File: src/rtl/msi_irq_arbiter.sv
// Round-robin arbiter that funnels N_SRC edge-triggered interrupt sources onto one MSI request port.
// Events are latched per source and retried after a timeout or when MSI is disabled.
module msi_irq_arbiter #(
  parameter int N_SRC    = 4,
  parameter int VEC_BASE = 0,
  parameter int TIMEOUT  = 1024
) (
  input  logic             axi_clk_pcie,
  input  logic             sys_reset,
  input  logic [N_SRC-1:0] irq_i,
  input  logic [N_SRC-1:0] irq_mask_i,
  input  logic             msi_enabled,
  input  logic             msi_grant,
  output logic             msi_request,
  output logic [4:0]       msi_vector_num,
  output logic [N_SRC-1:0] irq_ack_o,
  output logic [N_SRC-1:0] pending_o
);

  localparam int IDX_W = (N_SRC > 1) ? $clog2(N_SRC) : 1;
  localparam logic [15:0] TO_LAST = 16'(TIMEOUT - 1);
  localparam logic [IDX_W-1:0] IDX_LAST = IDX_W'(N_SRC - 1);

  typedef enum logic [1:0] {
    S_IDLE = 2'd0,
    S_REQ  = 2'd1,
    S_GAP  = 2'd2
  } state_t;

  state_t             state_q;
  logic [N_SRC-1:0]   irq_prev_q;
  logic [N_SRC-1:0]   pending_q;
  logic [N_SRC-1:0]   pending_d;
  logic [N_SRC-1:0]   ack_q;
  logic [IDX_W-1:0]   rr_ptr_q;
  logic [IDX_W-1:0]   cur_idx_q;
  logic [15:0]        to_cnt_q;
  logic               req_q;
  logic [4:0]         vec_q;

  logic [N_SRC-1:0]   rise;
  logic [N_SRC-1:0]   eligible;
  logic [N_SRC-1:0]   grant_clr;
  logic               grant_hit;
  logic               sel_found;
  logic [IDX_W-1:0]   sel_idx;
  logic [IDX_W:0]     cand;
  logic [IDX_W-1:0]   next_ptr;
  logic [4:0]         sel_vec;

  assign rise      = irq_i & ~irq_prev_q;
  assign eligible  = pending_q & ~irq_mask_i;
  assign grant_hit = (state_q == S_REQ) && msi_grant;
  assign grant_clr = grant_hit ? ({{(N_SRC-1){1'b0}}, 1'b1} << cur_idx_q) : '0;
  // A rise coinciding with the grant re-arms the same source.
  assign pending_d = (pending_q & ~grant_clr) | rise;
  assign next_ptr  = (cur_idx_q == IDX_LAST) ? '0 : cur_idx_q + 1'b1;
  assign sel_vec   = 5'(VEC_BASE) + {{(5-IDX_W){1'b0}}, sel_idx};

  always_comb begin
    sel_found = 1'b0;
    sel_idx   = '0;
    cand      = '0;
    for (int k = 0; k < N_SRC; k++) begin
      cand = {1'b0, rr_ptr_q} + (IDX_W+1)'(k);
      if (cand >= (IDX_W+1)'(N_SRC)) begin
        cand = cand - (IDX_W+1)'(N_SRC);
      end
      if (!sel_found && eligible[cand[IDX_W-1:0]]) begin
        sel_found = 1'b1;
        sel_idx   = cand[IDX_W-1:0];
      end
    end
  end

  always_ff @(posedge axi_clk_pcie) begin
    if (sys_reset) begin
      state_q    <= S_IDLE;
      irq_prev_q <= '0;
      pending_q  <= '0;
      ack_q      <= '0;
      rr_ptr_q   <= '0;
      cur_idx_q  <= '0;
      to_cnt_q   <= '0;
      req_q      <= 1'b0;
      vec_q      <= '0;
    end else begin
      irq_prev_q <= irq_i;
      pending_q  <= pending_d;
      ack_q      <= '0;
      case (state_q)
        S_IDLE: begin
          if (msi_enabled && sel_found) begin
            cur_idx_q <= sel_idx;
            req_q     <= 1'b1;
            vec_q     <= sel_vec;
            to_cnt_q  <= '0;
            state_q   <= S_REQ;
          end
        end
        S_REQ: begin
          // Grant wins over both disable and timeout in the same cycle.
          if (msi_grant) begin
            ack_q    <= grant_clr;
            rr_ptr_q <= next_ptr;
            req_q    <= 1'b0;
            vec_q    <= '0;
            to_cnt_q <= '0;
            state_q  <= S_GAP;
          end else if (!msi_enabled) begin
            req_q    <= 1'b0;
            vec_q    <= '0;
            to_cnt_q <= '0;
            state_q  <= S_GAP;
          end else if (to_cnt_q == TO_LAST) begin
            rr_ptr_q <= next_ptr;
            req_q    <= 1'b0;
            vec_q    <= '0;
            to_cnt_q <= '0;
            state_q  <= S_GAP;
          end else begin
            to_cnt_q <= to_cnt_q + 16'd1;
          end
        end
        S_GAP: begin
          state_q <= S_IDLE;
        end
        default: begin
          req_q   <= 1'b0;
          vec_q   <= '0;
          state_q <= S_IDLE;
        end
      endcase
    end
  end

  assign msi_request    = req_q;
  assign msi_vector_num = vec_q;
  assign irq_ack_o      = ack_q;
  assign pending_o      = pending_q;

endmodule

File: config.mk
export PLATFORM = sky130hd
export DESIGN_NAME = msi_irq_arbiter
export DESIGN_NICKNAME = d
export VERILOG_FILES = /design/src/rtl/msi_irq_arbiter.sv
export SDC_FILE = /design/constraint.sdc
export NUM_CORES = 1
export LEC_CHECK = 0
export ABC_AREA = 1
export ABC_CLOCK_PERIOD_IN_PS = 3100
export CELL_PAD_IN_SITES_DETAIL_PLACEMENT = 1
export CELL_PAD_IN_SITES_GLOBAL_PLACEMENT = 2
export CORE_ASPECT_RATIO = 2
export CORE_MARGIN = 8
export CORE_UTILIZATION = 32
export DETAILED_ROUTE_END_ITERATION = 16
export PLACE_DENSITY = 0.87
export SLEW_MARGIN = 20
export SYNTH_ARGS = -nofsm -noshare
export SYNTH_HDL_FRONTEND = slang
export SYNTH_SLANG_ARGS = --single-unit
File: constraint.sdc
create_clock -name axi_clk_pcie -period 3.1 [get_ports axi_clk_pcie]
set_clock_uncertainty 0.1 [all_clocks]
set_input_delay 0.93 -clock axi_clk_pcie [delete_from_list [all_inputs] [get_ports axi_clk_pcie]]
set_output_delay 0.93 -clock axi_clk_pcie [all_outputs]
set_load 0.02 [all_outputs]
### Yosys cells after proc, flatten, opt, wreduce, memory -nomap -nowiden

Cells that the tools add are included.

* eq/ne operators: 6
* reduce and logical (&&, ||, !) cells: 18
* order comparisons: 8
* shift operators: 1
* mux-type cells: 45
* add/sub/neg operators: 9
* bitwise operators: 10

Operator list (number)
* $mux W16: 4
* $mux W2: 16
* $pmux W16 S2: 1
* $mux W5: 4
* $add A16 B1 Y16 const B: 1
* $eq A16 B10 Y1 const B: 1
* $pmux W5 S3: 1
* $and A4 B4 Y4: 3
* $lt A2 B3 Y1 const B: 4
* $mux W1: 12
* $not A4 Y4: 3
* $ge A3 B3 Y1 const B: 3
* $bmux W1 S2: 4
* $sub A2 B1 Y2 const B: 4
* $add A2 B2 Y3 const B: 2
* $reduce_and A2 Y1: 3
* $reduce_and A3 Y1: 2
* $reduce_bool A2 Y1: 3
* $logic_and A1 B1 Y1: 5
* $eq A2 B2 Y1 const B: 2
* $mux W4: 1
* $ne A4 B3 Y1 const B: 1
* $or A4 B4 Y4: 1
* $pmux W2 S2: 1
* 11 further kinds: 15

* bits in registers: 40
* bits of input ports: 12

### Logic depth before layout (Yosys ltp)

Gate-level depths: netlist of run 1.

* depth in word-level cells: 17
* depth in mapped cells: 13
* depth with buffers taken out: 11

### Least setup slack after synthesis of run 1

Ideal clock, no wire load.

* path kind: in2reg
* start: input irq_mask_i[3]
* end: register to_cnt_q[13]
* stages: 10
* arrival time: 1.903 ns
* slack: 0.982 ns
* path through: inv_1 nand3_1 nand2_2 nor2_2 nand3_2 nand2_4 nand2_8 buf_6 a21oi_1 nor2_1

* cells in the longest elaborated chain, start to end: 17
* elaborated cells between the ends (all ways): 23
* those cells by class: 1 x eq/ne; 12 x mux; 2 x bitwise; 8 x reduce/logical

RTL lines
* start: declaration: RTL line 11 `input logic [N_SRC-1:0] irq_mask_i,`
* $not A4 Y4 (*): RTL line 52 `assign eligible = pending_q & ~irq_mask_i;`
* $and A4 B4 Y4 (*): RTL line 52
* $bmux W1 S2: RTL line 69 `if (!sel_found && eligible[cand[IDX_W-1:0]]) begin`
* $mux W1 (implied by the code): RTL line 69
* $mux W1: RTL line 69
* $logic_not A1 Y1: RTL line 69
* $logic_and A1 B1 Y1: RTL line 69
* $mux W1: RTL line 69
* $logic_not A1 Y1: RTL line 69
* $logic_and A1 B1 Y1: RTL line 69
* $mux W1: RTL line 69
* $logic_not A1 Y1: RTL line 69
* $logic_and A1 B1 Y1: RTL line 69
* $mux W1 (*): RTL line 69
* $logic_and A1 B1 Y1 (*): RTL line 93 `if (msi_enabled && sel_found) begin`
* $ne A2 B2 Y1 (no source line) (*)
* $reduce_and A2 Y1 (no source line) (*)
* end signal: assignment: RTL line 122 `to_cnt_q <= to_cnt_q + 16'd1;`
* end: declaration: RTL line 37 `logic [15:0] to_cnt_q;`

Every way passes the cells marked *; elsewhere a longest branch is shown, timed or not. The select of a mux whose other input is x is not followed.
A chain may end at the register's enable or synchronous reset.

### Worst setup path after layout of run 1

* start: input irq_mask_i[3]
* end: register to_cnt_q[0]

Same word-level chain as after synthesis.

==> key figures, run 1 <==
Outcome
  – Result of the run: finished, final reports clean

Layout
  – Area delta synth->final: 23.17%
  – Share of post-route cells with drive strength above 1: under 10%
  – Net count, final: 349
  – Fillers: about 850
  – Ant diodes: 0

STA
  – Share of the clock period used by the worst path after layout: between 80% and 90%
  – Setup WS post-layout: between 0.6 and 0.7 ns
  – Unrepaired setup endpoints after global routing: no
  – Count of final setup violators: 0
  – Slew at the pin with the worst max-slew slack: 0.5535 ns
  – Setup TNS: 0 ns
  – F_max: between 400 and 500 MHz
  – Min Clock Period, post-route: approximately 2.5 ns
  – Final number of max-transition violations: 0
  – Worst relative slew slack: a little over three fifths
  – Final hold vios: 0

Yosys
  – Distinct cells, synth: 30
  – Register area share after synthesis: 35.81%
  – Synthesis Warnings: 0
  – Post-Syn Instances: 308
  – Ys async rst share: 0%
  – Post-Syn Area per Cell: between 6 and 7 um2
  – Register bit total from synthesis: 37
  – Count of flip-flops with a built-in enable after synthesis: 0
  – Top flip-flop cell by instance count after synthesis: dfxtp_1
  – Synthesized area: just over 2000 um2

Floorplan
  – Row Count: 41
  – Starting density of the core: roughly 33%
  – Core Area: roughly 6300 um2
  – Full die area: between 9000 and 10,000 um2
  – Die outline width: between 70 and 80 um
  – Io pins: 26
  – Height of the die: around 130 um

Hold path
  – Hold crit path type: reg2reg

Clock tree
  – Clock sinks: 37
  – Cts repair resizes: 0
  – Hold Buf Count CTS: 0
  – Clock Latency Late Sink: ~0.28 ns
  – CTS clock-pin slew for the worst setup and hold paths: about 0.060 ns
  – Number of buffers inserted during clock tree synthesis: 5
  – CTS tree: yes
  – Buffer levels on the longest clock path: 2
  – Clk Tree Root Cell: clkbuf_16
  – Count of H-tree levels built during CTS: 2
  – Setup bufs post-CTS: 0

Route
  – Routed metal-1 wire length: ~2100 um
  – Top layer used by detailed routing: met4
  – Wire per inst: between 15 and 20 um
  – First-iteration detailed-routing DRC count: between 80 and 90
  – Number of vias after detailed routing: ~2,100
  – Total length of routed met3 wires: between 100 and 150 um
  – Count of TritonRoute iterations in the first routing pass: 4
  – Remaining routing DRC violations: 0
  – Via density per instance: 4.974
  – Routed Antenna Nets: 0
  – DRT Wirelength: about 6400 um
  – Detail Route met2 WL: between 3000 and 4000 um

Critical path
  – Crit Path Max Fanout: 18
  – Endpoint kind of the worst setup timing path: flop
  – Critical Path Source Type: primary input
  – Crit path DAT: about 2.6 ns
  – Critical path data required time: around 3.2 ns
  – Critical path class: in2reg

Power and ir drop
  – Worst voltage drop across the vdd grid: 0.2937 mV
  – Power per standard cell area: 553.5 nW/um2
  – Post-layout total power: ~1.4 mW
  – Static leakage power: 1.039 nW

Global route
  – Aggregate global-route resource usage: between 10% and 20%
  – Via count of the first global-routing pass: around 2,200
  – Residual overflow from global routing: 0
  – Initial antenna violation count: 0
  – Pin count of the biggest net entering global routing: 25
  – Wire length of the first global-routing pass: 10,660 um

Placed design
  – HPWL reported at the end of detailed placement: slightly above 5000 um
  – Routability cong.: between 0.9 and 1
  – Pre-CTS worst setup slack: about 0.31 ns
  – Count of buffers inserted at the top-level ports: 22

Job
  – Max-capacitance violation count: 0
==> Yosys cell counts (3+ instances only) <==
library cell  number  area [um2]
nor2_2             3       18.77
clkbuf_1           3       11.26
buf_4              3       22.52
ha_1               5       62.56
nor2_1            43       161.4
dfxtp_1           37       740.7
xor2_1             4       35.03
nand4_1            6       37.54
nand2_1           63       236.5
nand3b_1           3       22.52
inv_1             31       116.4
o21ai_0            6       30.03
nand3_1           40       200.2
nand3_2            3       30.03
nor3_1            10       50.05
a21oi_1           27       135.1
nand2_2            7       43.79
==> per-layer routing <==
layer | global-route usage [%] | vias up
met5 | 0 | -
met4 | 9.382 | 0
met3 | 1.845 | 18
met2 | 30.43 | 31
met1 | 12.21 | 993
li1 | - | 1042
==> per-stage QoR <==
stage	cells	instance area, um2	util (%)	hold slack, ns
global placement	411	2357	37.66	0.3550
floorplan	310	2076	-	0.3516
CTS	419	2547	40.70	0.3752
finish	419	2547	40.70	0.3704
global route	419	2547	40.70	0.3807
detailed placement	411	2357	37.66	0.3678
==> state kept, by name, indices dropped and copies added (netlist names) <==
| name | count |
|---|---|
| cur_idx_q | 2 |
| irq_ack_o | 4 |
| irq_prev_q | 4 |
| msi_request | 1 |
| msi_vector_num | 2 |
| pending_o | 4 |
| rr_ptr_q | 2 |
| state_q | 2 |
| to_cnt_q | 16 |
==> power breakdown <==
part           total (mW)  switching [mW]  internal [mW]
clock network       0.658           0.199          0.459
logic               0.229           0.149         0.0802
registers           0.523          0.0235          0.499
==> cells by family after synthesis <==
family / share of synthesized area (%)
XOR/XNOR: 1.694
AO/OA/AOI/OAI: 8.590
buffers and inverters: 9.376
other: 0.1813
AND/OR/NAND/NOR: 41.32
adder cells (fa/ha/maj): 3.025
flip-flops: 35.81
==> worst max-delay path: stages <==
cell             delay (ns)
clkdlybuf4s50_1        0.45
inv_1                  0.05
nand3_1                0.11
nand2_2                0.09
nor2_2                 0.17
nand3_2                0.12
nand2_4                0.16
nand2_8                0.12
nand2_2                0.12
nand2_2                0.11
a21oi_1                0.15
==> layout by cell type (no fill, tap or decap) <==
cell              n
nor2_2            3
nor4_1            1
clkdlybuf4s50_1  22
clkinv_1          1
xor2_1            4
inv_1            31
nand2b_1          1
buf_4             2
ha_1              5
nor2_1           43
nor3_1           10
dfxtp_1          37
conb_1            3
nand2_2           7
a21oi_1          27
nand3_1          40
nand2_4           1
o21a_1            1
nand2_1          63
nand3b_1          3
nor3_2            1
nand2_8           1
clkinv_2          1
o21ai_0           6
bufinv_16         2
inv_6             1
inv_2             1
nand4_1           6
o21ai_1           1
clkbuf_16         5
nand3_2           3
==> cell type report <==
class                      instances  area, um2  area share (%)
clock buffer                       5      125.1           4.912
sequential                        37      740.7           29.08
timing repair buffer              24      235.2           9.234
inverter                          34      132.6           5.206
tap                               86      107.6           4.224
multi-input combinational        230       1141           44.79
clock inverter                     3      65.06           2.554
==> path summary, 6_finish.rpt <==
kind              cells after the start           from  slack (ns)          end
hold / removal                        2    msi_request        0.37  msi_request
hold reg to reg                       2    msi_request        0.37  msi_request
setup / recovery                     11  irq_mask_i[3]        0.61  to_cnt_q[0]
setup reg to reg                     10    to_cnt_q[0]        1.07  to_cnt_q[4]
No activity file was read; power rests on OpenSTA's default activity.
==> run 2: changes to the inputs <==
ABC_CLOCK_PERIOD_IN_PS = 2200   (was 3100)
CORE_UTILIZATION = 27   (was 32)
PLACE_DENSITY = 0.78   (was 0.87)
clock period = 2.2 ns   (was 3.1 ns; I/O delays follow)
==> key figures, run 2 (synthesized netlist as in run 1, its figures left out) <==
Outcome
  – Result of the run: finished, final reports clean (unchanged)

Global route
  – Aggregate global-route resource usage: 11.12% (was 14.77%)
  – Met1 usage: 13.18% (was 12.21%)
  – Met2 Resource Use GR: 18.24% (was 30.43%)
  – Initial antenna violation count: 0 (unchanged)
  – GR Layer Usage met3: 3.355% (was 1.845%)
  – Grt peak-use layer: met2 (unchanged)
  – Via count of the first global-routing pass: 2,258 (was 2,220)
  – Pin count of the biggest net entering global routing: 25 (unchanged)
  – Residual overflow from global routing: 0 (unchanged)
  – Wire length of the first global-routing pass: 10,120 um (was 10,660 um)

Critical path
  – Combined buffer and inverter count along the critical path: 1 (was 2)
  – Series of cell instances along the critical path: clkdlybuf4s50_1 (was clkdlybuf4s50_1 > inv_1 > nand3_1 > nand2_2 > nor2_2 > nand3_2 > nand2_4 > nand2_8 > nand2_2 > nand2_2 > a21oi_1)
  – Critical path class: reg2out (was in2reg)
  – Startpoint of the worst register-to-register path: to_cnt_q[0] (unchanged)
  – Depth of the worst register-to-register path: 8 (was 10)
  – Family with the most delay on the worst path: buffers and inverters (was simple AND/OR/NAND/NOR gates)
  – Crit path DAT: 1.35 ns (was 2.60 ns)
  – Endpoint kind of the worst setup timing path: primary output (was flop)
  – Max stage delay cell, worst path: clkdlybuf4s50_1 (unchanged)
  – Reg-to-reg slack, setup: 0.27 ns (was 1.07 ns)
  – Crit path from: pending_o[3] (was irq_mask_i[3])
  – Critical Path Source Type: flop (was primary input)
  – Critical register-to-register path endpoint: rr_ptr_q[0] (was to_cnt_q[4])
  – Delay of the slowest cell on the worst path: 0.65 ns (was 0.45 ns)
  – Critical path data required time: 1.44 ns (was 3.21 ns)
  – Crit Path Max Fanout: 4 (was 18)
  – CP Depth: 1 (was 11)

Route
  – First-iteration detailed-routing DRC count: 72 (was 84)
  – Wire per inst: 13.38 um (was 15.22 um)
  – Remaining routing DRC violations: 0 (unchanged)
  – DRT Wirelength: 5899 um (was 6379 um)
  – Count of TritonRoute iterations in the first routing pass: 4 (unchanged)
  – Via density per instance: 4.719 (was 4.974)
  – Routed Antenna Nets: 0 (unchanged)
  – Number of vias after detailed routing: 2,081 (was 2,084)

Clock tree
  – Number of buffers inserted during clock tree synthesis: 5 (unchanged)
  – Buffer levels on the longest clock path: 2 (unchanged)
  – CTS clock-pin slew for the worst setup and hold paths: 0.06 ns (about the same)
  – Clock sinks: 37 (unchanged)
  – Clk Tree Root Cell: clkbuf_16 (unchanged)
  – Count of H-tree levels built during CTS: 2 (unchanged)
  – CTS tree: yes (unchanged)
  – Clock Latency Late Sink: 0.28 ns (about the same)

Floorplan
  – Height of the die: 139.8 um (was 129.7 um)
  – Core Area: 7488 um2 (was 6259 um2)
  – Die outline width: 77.89 um (was 72.85 um)
  – Starting density of the core: 27.62% (was 33.05%)
  – Io pins: 26 (unchanged)
  – Row Count: 45 (was 41)
  – Full die area: 10,890 um2 (was 9448 um2)

Layout
  – Leading cell type in the layout, fill and taps excluded: nand2_1 (unchanged)
  – Area delta synth->final: 30.55% (was 23.17%)
  – Share of post-route cells with drive strength above 1: 14.41% (was 8.408%)
  – Flip-flop count of the largest register after layout: 16 (unchanged)
  – Commonest non-fill, non-tap cells in the layout: 61 x nand2_1, 43 x nor2_1, 37 x dfxtp_1 (was 63 x nand2_1, 43 x nor2_1, 40 x nand3_1)
  – Ant diodes: 0 (unchanged)
  – Net count, final: 363 (was 349)
  – Top reg by flops: to_cnt_q (unchanged)

Placed design
  – Count of buffers inserted at the top-level ports: 22 (unchanged)
  – Routability cong.: 0.7963 (was 0.9323)
  – HPWL reported at the end of detailed placement: 4607 um (was 5089 um)
  – Pre-CTS worst setup slack: -0.2235 ns (was 0.3148 ns)

Power and ir drop
  – Switching power: 0.5548 mW (was 0.3713 mW)
  – Sequential fraction of design power: 37.8% (was 37.1%)
  – Static leakage power: 1.107 nW (was 1.039 nW)
  – Share of power burned in the clock network: 43.1% (was 46.7%)
  – Power per standard cell area: 718.3 nW/um2 (was 553.5 nW/um2)
  – Internal power: 1.385 mW (was 1.039 mW)
  – Logic pwr share: 19.1% (was 16.2%)
  – Post-layout total power: 1.939 mW (was 1.410 mW)
  – Sw frac: 28.61% (was 26.34%)
  – Worst voltage drop across the vdd grid: 0.4933 mV (was 0.2937 mV)

STA
  – Unrepaired setup endpoints after global routing: no (unchanged)
  – Share of the clock period used by the worst path after layout: between 90% and 100%
  – F_max: ~470 MHz
  – Final number of max-transition violations: 0 (unchanged)
  – Setup WS post-layout: 0.09437 ns (was 0.6129 ns)
  – Count of final setup violators: 0 (unchanged)
  – Min Clock Period, post-route: approximately 2.1 ns
  – Final hold vios: 0 (unchanged)

Hold path
  – Hold crit path type: reg2reg (unchanged)
  – Hold_sp: msi_request (unchanged)
  – Worst-case hold path end point: msi_request (unchanged)
  – Hold Path Stages: 2 (unchanged)

Job
  – Max-capacitance violation count: 0 (unchanged)
-- run 2: cell types whose count changed in the layout (fill, tap and decap cells not counted), sizes merged --
cell / delta
bufinv: -1
inv: +1
buf: +14
-- run 2: area by class of cell --
cell class / count / area (um2)
clock buffer: 5 / 125.1
clock inverter: 3 / 43.79
fill: 959 / 4788
inverter: 34 / 132.6
multi-input combinational: 230 / 1196
sequential: 37 / 740.7
tap: 94 / 117.6
timing repair buffer: 38 / 344.1
-- run 2: worst max-delay path by stage --
| stage | endpoint |
|---|---|
| floorplan | to_cnt_q[13] |
| CTS | to_cnt_q[11] |
| detailed placement | to_cnt_q[11] |
| finish | pending_o[3] |
| global placement | to_cnt_q[5] |
| global route | msi_vector_num[0] |
-- run 2: per-layer routing --
| layer | up-vias | wire [um] |
|---|---|---|
| met1 | 980 | 2764 |
| met2 | 29 | 2797 |
| met4 | 0 | 94 |
| li1 | 1064 | - |
| met5 | - | 0 |
| met3 | 8 | 242 |
-- run 2: what timing repair did --
action	4_1_cts	5_1_grt
gates resized for setup	0	13
hold endpoints to repair	0	0
setup endpoints to repair	0	15
setup buffers	0	1
hold buffers	0	0
-- run 2: stage by stage --
step	hold slack [ns]	std cells	util [%]	area (um2)	TNS, ns
global placement	0.3478	432	32.92	2465	-2.616
finish	0.3685	441	36.06	2700	0
global route	0.3878	441	36.06	2700	0
floorplan	0.3516	310	-	2076	0
CTS	0.3733	440	35.17	2634	0
detailed placement	0.3614	432	32.92	2465	-3.585
-- run 2: power groups by stage --
stage | registers, mW | clock network [mW] | logic [mW]
floorplan | 0.754 | 0 | 0.223
global placement | 0.747 | 0 | 0.338
detailed placement | 0.748 | 0 | 0.348
CTS | 0.734 | 0.856 | 0.350
global route | 0.738 | 0.882 | 0.419
finish | 0.734 | 0.835 | 0.370
==> run 3: changes to the inputs <==
ABC_AREA = unset   (was 1)
CORE_MARGIN = unset   (was 8)
CORE_UTILIZATION = 29   (was 27)
PLACE_DENSITY = 0.79   (was 0.78)
==> key figures, run 3 <==
Route
  – DRT Wirelength: 5864 um (was 5899 um)
  – Remaining routing DRC violations: 0 (unchanged)
  – Via density per instance: 5.114 (was 4.719)
  – Count of TritonRoute iterations in the first routing pass: 4 (unchanged)
  – Number of vias after detailed routing: 1,877 (was 2,081)
  – Routed Antenna Nets: 0 (unchanged)
  – Wire per inst: 15.98 um (was 13.38 um)
  – First-iteration detailed-routing DRC count: 30 (was 72)

STA
  – Count of final setup violators: 0 (unchanged)
  – Unrepaired setup endpoints after global routing: no (unchanged)
  – Setup WS post-layout: 0.1340 ns (was 0.09437 ns)
  – Final hold vios: 0 (unchanged)
  – Final number of max-transition violations: 0 (unchanged)
  – Share of the clock period used by the worst path after layout: 93.91% (was 95.71%)
  – F_max: 484.0 MHz (was 474.9 MHz)
  – Min Clock Period, post-route: 2.066 ns (was 2.106 ns)
  – Setup TNS: 0 ns (unchanged)

Layout
  – Leading cell type in the layout, fill and taps excluded: dfxtp_1 (was nand2_1)
  – Flip-flop count of the largest register after layout: 16 (unchanged)
  – Ant diodes: 0 (unchanged)
  – Fillers: 802 (was 959)
  – Net count, final: 297 (was 363)
  – Final cell count without fillers: 367 (was 441)
  – Share of post-route cells with drive strength above 1: 16.01% (was 14.41%)
  – Area delta synth->final: 36.11% (was 30.55%)
  – Commonest non-fill, non-tap cells in the layout: 37 x dfxtp_1, 29 x buf_4, 22 x clkdlybuf4s50_1 (was 61 x nand2_1, 43 x nor2_1, 37 x dfxtp_1)
  – Top reg by flops: to_cnt_q (unchanged)

Outcome
  – Result of the run: finished, final reports clean (unchanged)

Critical path
  – Max stage delay cell, worst path: clkdlybuf4s50_1 (unchanged)
  – Reg-to-reg slack, setup: 0.15 ns (was 0.27 ns)
  – Critical path class: in2reg (was reg2out)
  – Combined buffer and inverter count along the critical path: 1 (unchanged)
  – Crit path DAT: 2.18 ns (was 1.35 ns)
  – Critical Path Source Type: primary input (was flop)
  – Family with the most delay on the worst path: simple AND/OR/NAND/NOR gates (was buffers and inverters)
  – Endpoint kind of the worst setup timing path: flop (was primary output)
  – Delay of the slowest cell on the worst path: 0.50 ns (was 0.65 ns)
  – Depth of the worst register-to-register path: 6 (was 8)
  – Critical register-to-register path endpoint: to_cnt_q[6] (was rr_ptr_q[0])
  – Series of cell instances along the critical path: clkdlybuf4s50_1 > nor2b_2 > nand2_1 > or2_1 > or3_1 > a21oi_1 (was clkdlybuf4s50_1)
  – Crit Path Max Fanout: 3 (was 4)
  – Startpoint of the worst register-to-register path: to_cnt_q[10] (was to_cnt_q[0])
  – Critical path data required time: 2.32 ns (was 1.44 ns)

Clock tree
  – Setup bufs post-CTS: 0 (unchanged)
  – Hold Buf Count CTS: 0 (unchanged)
  – CTS tree: yes (unchanged)
  – Clock sinks: 37 (unchanged)
  – CTS clock-pin slew for the worst setup and hold paths: 0.06 ns (about the same)
  – Count of H-tree levels built during CTS: 2 (unchanged)
  – Buffer levels on the longest clock path: 2 (unchanged)
  – Number of buffers inserted during clock tree synthesis: 5 (unchanged)
  – Clk Tree Root Cell: clkbuf_16 (unchanged)
  – Clock Latency Late Sink: 0.29 ns (was 0.28 ns)

Hold path
  – Hold crit path type: reg2reg (unchanged)
  – Worst-case hold path end point: msi_vector_num[0] (was msi_request)
  – Hold_sp: msi_vector_num[0] (was msi_request)
  – Hold Path Stages: 2 (unchanged)

Yosys
  – Most instantiated cells after synthesis: 37 x dfxtp_1, 20 x nand2_1, 16 x a21oi_1, 16 x nor2_1, 15 x nand3_1 (was 63 x nand2_1, 43 x nor2_1, 40 x nand3_1)
  – Register bit total from synthesis: 37 (unchanged)
  – Synthesis Warnings: 0 (unchanged)
  – Ys async rst share: 0% (unchanged)
  – Count of flip-flops with a built-in enable after synthesis: 0 (unchanged)
  – Area fraction of the dominant cell type after synthesis: 39.52% (was 35.81%)
  – Register area share after synthesis: 39.52% (was 35.81%)
  – Synth area leaders: dfxtp_1 40%, nor2b_1 4.3%, a21oi_1 4.3% (was dfxtp_1 36%, nand2_1 11%, nand3_1 9.7%)
  – Post-Syn Instances: 231 (was 308)
  – Most frequent cell after synthesis: dfxtp_1 (was nand2_1)
  – Top cell type by total area after synthesis: dfxtp_1 (unchanged)
  – Distinct cells, synth: 45 (was 30)
  – Synthesized area: 1874 um2 (was 2068 um2)
  – Post-Syn Area per Cell: 8.114 um2 (was 6.715 um2)
  – Top flip-flop cell by instance count after synthesis: dfxtp_1 (unchanged)

Power and ir drop
  – Power per standard cell area: 640.8 nW/um2 (was 718.3 nW/um2)
  – Post-layout total power: 1.635 mW (was 1.939 mW)
  – Worst voltage drop across the vdd grid: 0.5689 mV (was 0.4933 mV)
  – Static leakage power: 0.9144 nW (was 1.107 nW)

Floorplan
  – Die outline width: 58.85 um (was 77.89 um)
  – Starting density of the core: 29.95% (was 27.62%)
  – Row Count: 41 (was 45)
  – Core Area: 6259 um2 (was 7488 um2)
  – Io pins: 26 (unchanged)
  – Height of the die: 115.7 um (was 139.8 um)
  – Full die area: 6808 um2 (was 10,890 um2)

Global route
  – Via count of the first global-routing pass: 1,971 (was 2,258)
  – Wire length of the first global-routing pass: 9584 um (was 10,120 um)
  – Initial antenna violation count: 0 (unchanged)
  – Pin count of the biggest net entering global routing: 26 (was 25)
  – Aggregate global-route resource usage: 19.20% (was 11.12%)
  – Residual overflow from global routing: 0 (unchanged)

Placed design
  – Routability cong.: 0.8637 (was 0.7963)
  – Dpl cells: 359 (was 432)
  – Count of buffers inserted at the top-level ports: 22 (unchanged)
  – HPWL reported at the end of detailed placement: 4591 um (was 4607 um)
  – Pre-CTS worst setup slack: -0.1856 ns (was -0.2235 ns)

Job
  – Max-capacitance violation count: 0 (unchanged)
==> run 3: tightest hold or removal path: cells and delay by family, from the launching register on <==
kind            cells  cell delay, ns
flops               1            0.31
compound gates      2            0.12
==> run 3: where the power goes <==
part	internal [mW]	leakage, nW	switching, mW
combinational	0.0979	0.551	0.108
clock	0.419	0.0621	0.303
sequential	0.690	0.301	0.0163
==> run 3: stage by stage <==
step | hold slack [ns] | instance area, um2 | utilization, %
detailed placement | 0.3708 | 2399 | 38.32
global placement | 0.3722 | 2399 | 38.32
global route | 0.3987 | 2551 | 40.76
CTS | 0.3798 | 2546 | 40.68
finish | 0.3726 | 2551 | 40.76
floorplan | 0.3668 | 1882 | -
==> run 3: timing repair <==
item,CTS,global route
endpoints found under the setup margin,0,5
endpoints found under the hold margin,0,0
gates resized for setup,0,2
==> run 3: logic make-up after synthesis <==
logic type      count (synthesis)  synth area share [%]
simple gates                  118                 35.05
compound gates                 46                 15.15
flops                          37                 39.52
buf+inv                        21                 5.273
fa+ha+maj                       5                 3.338
xor+xnor                        2                0.9348
other cells                     1                0.2001
mux                             1                0.5341
==> run 3: worst max-delay path by stage <==
stage / start / to / cells after the start
floorplan: irq_mask_i[2] / to_cnt_q[11] / 6
detailed placement: msi_enabled / to_cnt_q[7] / 6
global placement: irq_mask_i[2] / to_cnt_q[5] / 8
global route: msi_enabled / to_cnt_q[7] / 6
CTS: msi_enabled / to_cnt_q[7] / 6
finish: msi_enabled / to_cnt_q[7] / 6
==> run 3: metal layers <==
layer	up-vias	routed length (um)	global-route usage (%)
met4	0	205	10.16
met5	-	0	0
met2	28	3609	40.00
met3	12	110	3.013
li1	924	-	-
met1	913	1938	15.86
==> run 3: layout make-up <==
type	instances	area [um2]	area share [%]
Multi-Input combinational cell	175	1047	41.05
Sequential cell	37	740.7	29.03
Timing Repair Buffer	53	478.0	18.73
Clock buffer	5	125.1	4.904
Tap cell	86	107.6	4.218
Inverter	8	30.03	1.177
Clock inverter	3	22.52	0.8828
==> patch 1 (settings of run 3) <==
`N_SRC`: 4 -> 16.
--- a/src/rtl/msi_irq_arbiter.sv
+++ b/src/rtl/msi_irq_arbiter.sv
@@ -3,3 +3,3 @@
 module msi_irq_arbiter #(
-  parameter int N_SRC    = 4,
+  parameter int N_SRC    = 16,
   parameter int VEC_BASE = 0,
Ports: changed (resized irq_ack_o, irq_i, irq_mask_i and pending_o); port bits go from 26 to 74. No check against the original RTL was run, so the function may have changed too.
==> patch 1 against run 3 <==
- the run now ends with setup timing left
- critical path type is now reg -> reg
- sequential cell count rose by 42
- routed wire length rose to 4.5 times the old value
- synthesized area rose to 3.1 times the old value
- setup slack got worse by 1400 ps
- power rose to 3.7 times the old value
- combinational power rose to 14 times the old value
- count of clock-buffer cells in the layout rose by 7
- design area rose to 3.7 times the old value
==> patch 1: results (changes against run 3) <==
Global routing
  – GR Util met1: 24.1% (was 15.9%)
  – Largest net degree at the start of global routing: 36 (was 26)
  – First-pass GRT wire length: 41,200 um (was 9580 um)
  – Vias in the first global route: 7,420 (was 1,971)

Layout
  – Inverter count: 15 (was 8)
  – Fraction of area in registers: 16.9% (was 29.0%)
  – Final net count: 986 (was 297)
  – #MultiIn Comb: 538 (was 175)
  – Buffer share of cell area: 26.4% (was 18.7%)
  – Non-CTS buffers: 293 (was 53)
  – # fillers: 2,250 (was 802)
  – Final clock-cell share: 3.36% (was 5.79%)

Drt
  – Metal-1 WL: 8480 um (was 1940 um)
  – Vias post-DR: 6,524 (was 1,877)
  – Wire per inst: 22.0 um (was 16.0 um)
  – Met2 wire length: 14,800 um (was 3610 um)
  – Metal3 WL: 785 um (was 110 um)

Setup path
  – Crit Path Class: reg -> reg (was in -> reg)
  – Peak fanout along the critical path: 4 (was 3)
  – RR Endpoint: msi_vector_num[2]$_SDFFE_PP0P_ (was to_cnt_q[6]$_SDFFE_PP0P_)
  – CP delay by family, top: multiplexers (was simple AND/OR/NAND/NOR gates)
  – Crit-path max cell delay: 460 ps (was 500 ps)

Logic synthesis
  – Post-synth top cells: dfxtp_1, nor2_1, a21oi_1, nand2_1, o21ai_0 (was dfxtp_1, nand2_1, a21oi_1, nor2_1, nand3_1)

Clocking
  – Setup bufs post-CTS: 21 (was 0)
  – H-tree Lvls: 3 (was 2)
  – Post_cts resized: 133 (was 0)

Hold path
  – Hold path endpoint: msi_vector_num[3]$_SDFFE_PP0P_ (was msi_vector_num[0]$_SDFFE_PP0P_)
  – Worst hold start: msi_vector_num[3]$_SDFFE_PP0P_ (was msi_vector_num[0]$_SDFFE_PP0P_)

Power
  – Pwr per Cell Area: 648 nW/um2 (was 641 nW/um2)

Placed design
  – Final Wtd Congestion: 0.922 (was 0.864)
  – DP HPWL: 21,100 um (was 4590 um)
  – Dpl cell area: 8280 um2 (was 2400 um2)

Timing
  – Hold slack: 362 ps (was 373 ps)
  – # setup viols final: 26 (was 0)
  – Worst setup margin: -1220 ps (was 134 ps)

Run status
  – Outcome: finished with violations (was complete, no violations)
  – Failing checks: setup timing
-- patch 1: cell count changes in the layout (fill, tap and decap cells not counted), moves of 12 or more --
cell / run 3 / this run
buf_4: 29 / 203
nor2_1: 16 / 58
dfxtp_1: 37 / 72
dlygate4sd2_1: 0 / 31
a21oi_1: 16 / 46
mux4_2: 0 / 26
nand2_1: 20 / 45
o21ai_0: 9 / 29
xnor2_1: 0 / 19
clkdlybuf4s50_1: 22 / 39
nand2b_1: 6 / 21
nor2b_1: 12 / 27
nand3b_1: 2 / 16
nand2b_4: 0 / 12
-- patch 1: cell families (layout without fill, tap and decap cells) --
family	count (synthesis)	in the layout	share of synthesized area [%]
AOI/OAI and AO/OA	189	190	21.9
xor gates and xnor gates	29	29	4.35
adders and majority gates	14	14	3.00
buffers and inverters	54	324	4.86
DFF	79	79	27.1
muxes	53	53	15.2
other	1	1	0.0642
and+or+nand+nor	251	251	23.6
==> patch 2 (settings of run 3) <==
Without the edit above. Re-encode `state_t` (3 states) as one-hot, 3 bits wide.
--- a/src/rtl/msi_irq_arbiter.sv
+++ b/src/rtl/msi_irq_arbiter.sv
@@ -23,6 +23,6 @@
 
-  typedef enum logic [1:0] {
-    S_IDLE = 2'd0,
-    S_REQ  = 2'd1,
-    S_GAP  = 2'd2
+  typedef enum logic [2:0] {
+    S_IDLE = 3'b001,
+    S_REQ  = 3'b010,
+    S_GAP  = 3'b100
   } state_t;
Function: no difference found for any inputs over 10 cycles, from zero or initial values and one cycle with sys_reset high; not proved beyond that.
==> patch 2 against run 3 <==
- power fell by 0.69%
- sequential share of layout area rose by 1.9 points
- synthesized area fell by 3.7%
- routed wire length fell by 8.5%
- design area fell by 3.5%
- setup slack got worse by 94 ps
- largest power group unchanged
- fmax fell by 4.3%
- critical endpoint unchanged
- sequential cell count rose by 1
==> patch 2: results (changes against run 3) <==
Run status
  – Outcome: complete, no violations (unchanged)

Placed design
  – Placed cell count: 319 (was 359)
  – Final Wtd Congestion: 0.767 (was 0.864)
  – PortBufs: 22 (unchanged)
  – Dpl cell area: 2260 um2 (was 2400 um2)
  – Pre-CTS setup slack: -482 ps (was -186 ps)
  – DP HPWL: 4260 um (was 4590 um)

Global routing
  – GR Util met1: 15.0% (was 15.9%)
  – Initial antenna violation count: 0 (unchanged)
  – First-pass GRT wire length: 8820 um (was 9580 um)
  – Met3 Usage GRT: 3.63% (was 3.01%)
  – Grt ovf: 0 (unchanged)
  – Largest net degree at the start of global routing: 17 (was 26)
  – Total GRT Usage: 18.2% (was 19.2%)
  – Vias in the first global route: 1,869 (was 1,971)
  – GRT met2 Usage: 36.7% (was 40.0%)

Power
  – Max VDD drop: 0.485 mV (was 0.569 mV)
  – Leakage: 0.960 nW (was 0.914 nW)

Clocking
  – Worst-path clk slew: 60 ps (about the same)
  – Total CTS buffers: 5 (unchanged)
  – Clk Latency, worst-skew pair: 280 ps
  – H-tree Lvls: 2 (unchanged)
  – # hold bufs at CTS: 0 (unchanged)
  – Root Buffer: clkbuf_16 (unchanged)
  – Clk buf depth: 2 (unchanged)

Logic synthesis
  – Distinct cells, synth: 42 (was 45)
  – Post-synth top cells: dfxtp_1, a21oi_1, nand2_1, nor2_1, o21ai_0 (was dfxtp_1, nand2_1, a21oi_1, nor2_1, nand3_1)
  – Largest cells by area after synthesis: dfxtp_1, a21oi_1, nor2b_1 (was dfxtp_1, nor2b_1, a21oi_1)
  – Seq/Total Area, Yosys: 42.2% (was 39.5%)
  – Primary FF master, synth: dfxtp_1 (unchanged)
  – Yosys warns: 0 (unchanged)
  – Mean post-synth cell area: 8.39 um2 (was 8.11 um2)
  – Ys async rst share: 0% (unchanged)

Drt
  – Wire per inst: 16.4 um (was 16.0 um)
  – Vias post-DR: 1,749 (was 1,877)
  – Iter 0 DRT Violations: 38 (was 30)
  – Via/cell ratio: 5.35 (was 5.11)
  – Total iterations of the first detailed-routing run: 4 (unchanged)

Layout
  – Max reg flops: 16 (unchanged)
  – Share of layout cells above drive strength 1: 19.3% (was 16.0%)
  – Ant diodes: 0 (unchanged)
  – Most flops, register: to_cnt_q (unchanged)
  – Final net count: 280 (was 297)

Hold path
  – Hold crit path type: reg -> reg (unchanged)

Setup path
  – CP arrival: 2280 ps (was 2180 ps)
  – Peak fanout along the critical path: 13 (was 3)
## patch 2: report_power, final
group	internal, mW	switching [mW]	total (mW)
logic	0.0827	0.0842	0.167
clock network	0.449	0.289	0.737
registers	0.705	0.0142	0.719
total	1.24	0.387	1.62
## patch 2: metal layers
layer / part of all wire [%] / vias to the layer above
li1: - / 860
met1: 33 / 839
met2: 60 / 34
met3: 2.3 / 16
met4: 4.6 / 0
met5: 0 / -
## patch 2: layout make-up
type | instances | area (um2)
multi-input cells | 164 | 1040
fillers | 734 | 3540
flip-flops and latches | 38 | 761
clock buffers | 6 | 139
well taps | 63 | 78.8
repair buffers | 48 | 410
clock inverters | 2 | 12.5
inverters | 6 | 22.5
## patch 2: worst max-delay path, cell delays in order
cell and delay [ps]:
clkdlybuf4s50_1 410, nor2b_2 190, nor4_1 90, a2bb2oi_1 140, buf_4 170, or4_4 480
a21oi_2 130
## patch 2: final timing paths
check | depth (start not counted) | end | slack [ps] | start
max | 7 | to_cnt_q[7]$_SDFFE_PP0P_ | 40 | irq_mask_i[1]
min | 2 | msi_request$_SDFFE_PP0P_ | 380 | msi_request$_SDFFE_PP0P_
max reg2reg | 5 | to_cnt_q[12]$_SDFFE_PP0P_ | 110 | state_q[1]$_SDFFE_PP0P_
min reg2reg | 2 | msi_request$_SDFFE_PP0P_ | 380 | msi_request$_SDFFE_PP0P_
## patch 2: timing repair
item,4_1_cts,5_1_grt
setup buffers,0,0
gates resized for setup,15,5
pin swaps,6,1
endpoints found under the setup margin,19,8
## patch 2: cells by family after synthesis
| kind of cell | share of synthesized area (%) |
|---|---|
| compound gates | 18.2 |
| simple gates | 30.6 |
| xor+xnor | 0.486 |
| fa+ha+maj | 3.47 |
| buf+inv | 3.74 |
| flops | 42.2 |
| other cells | 0.208 |
| mux | 1.11 |
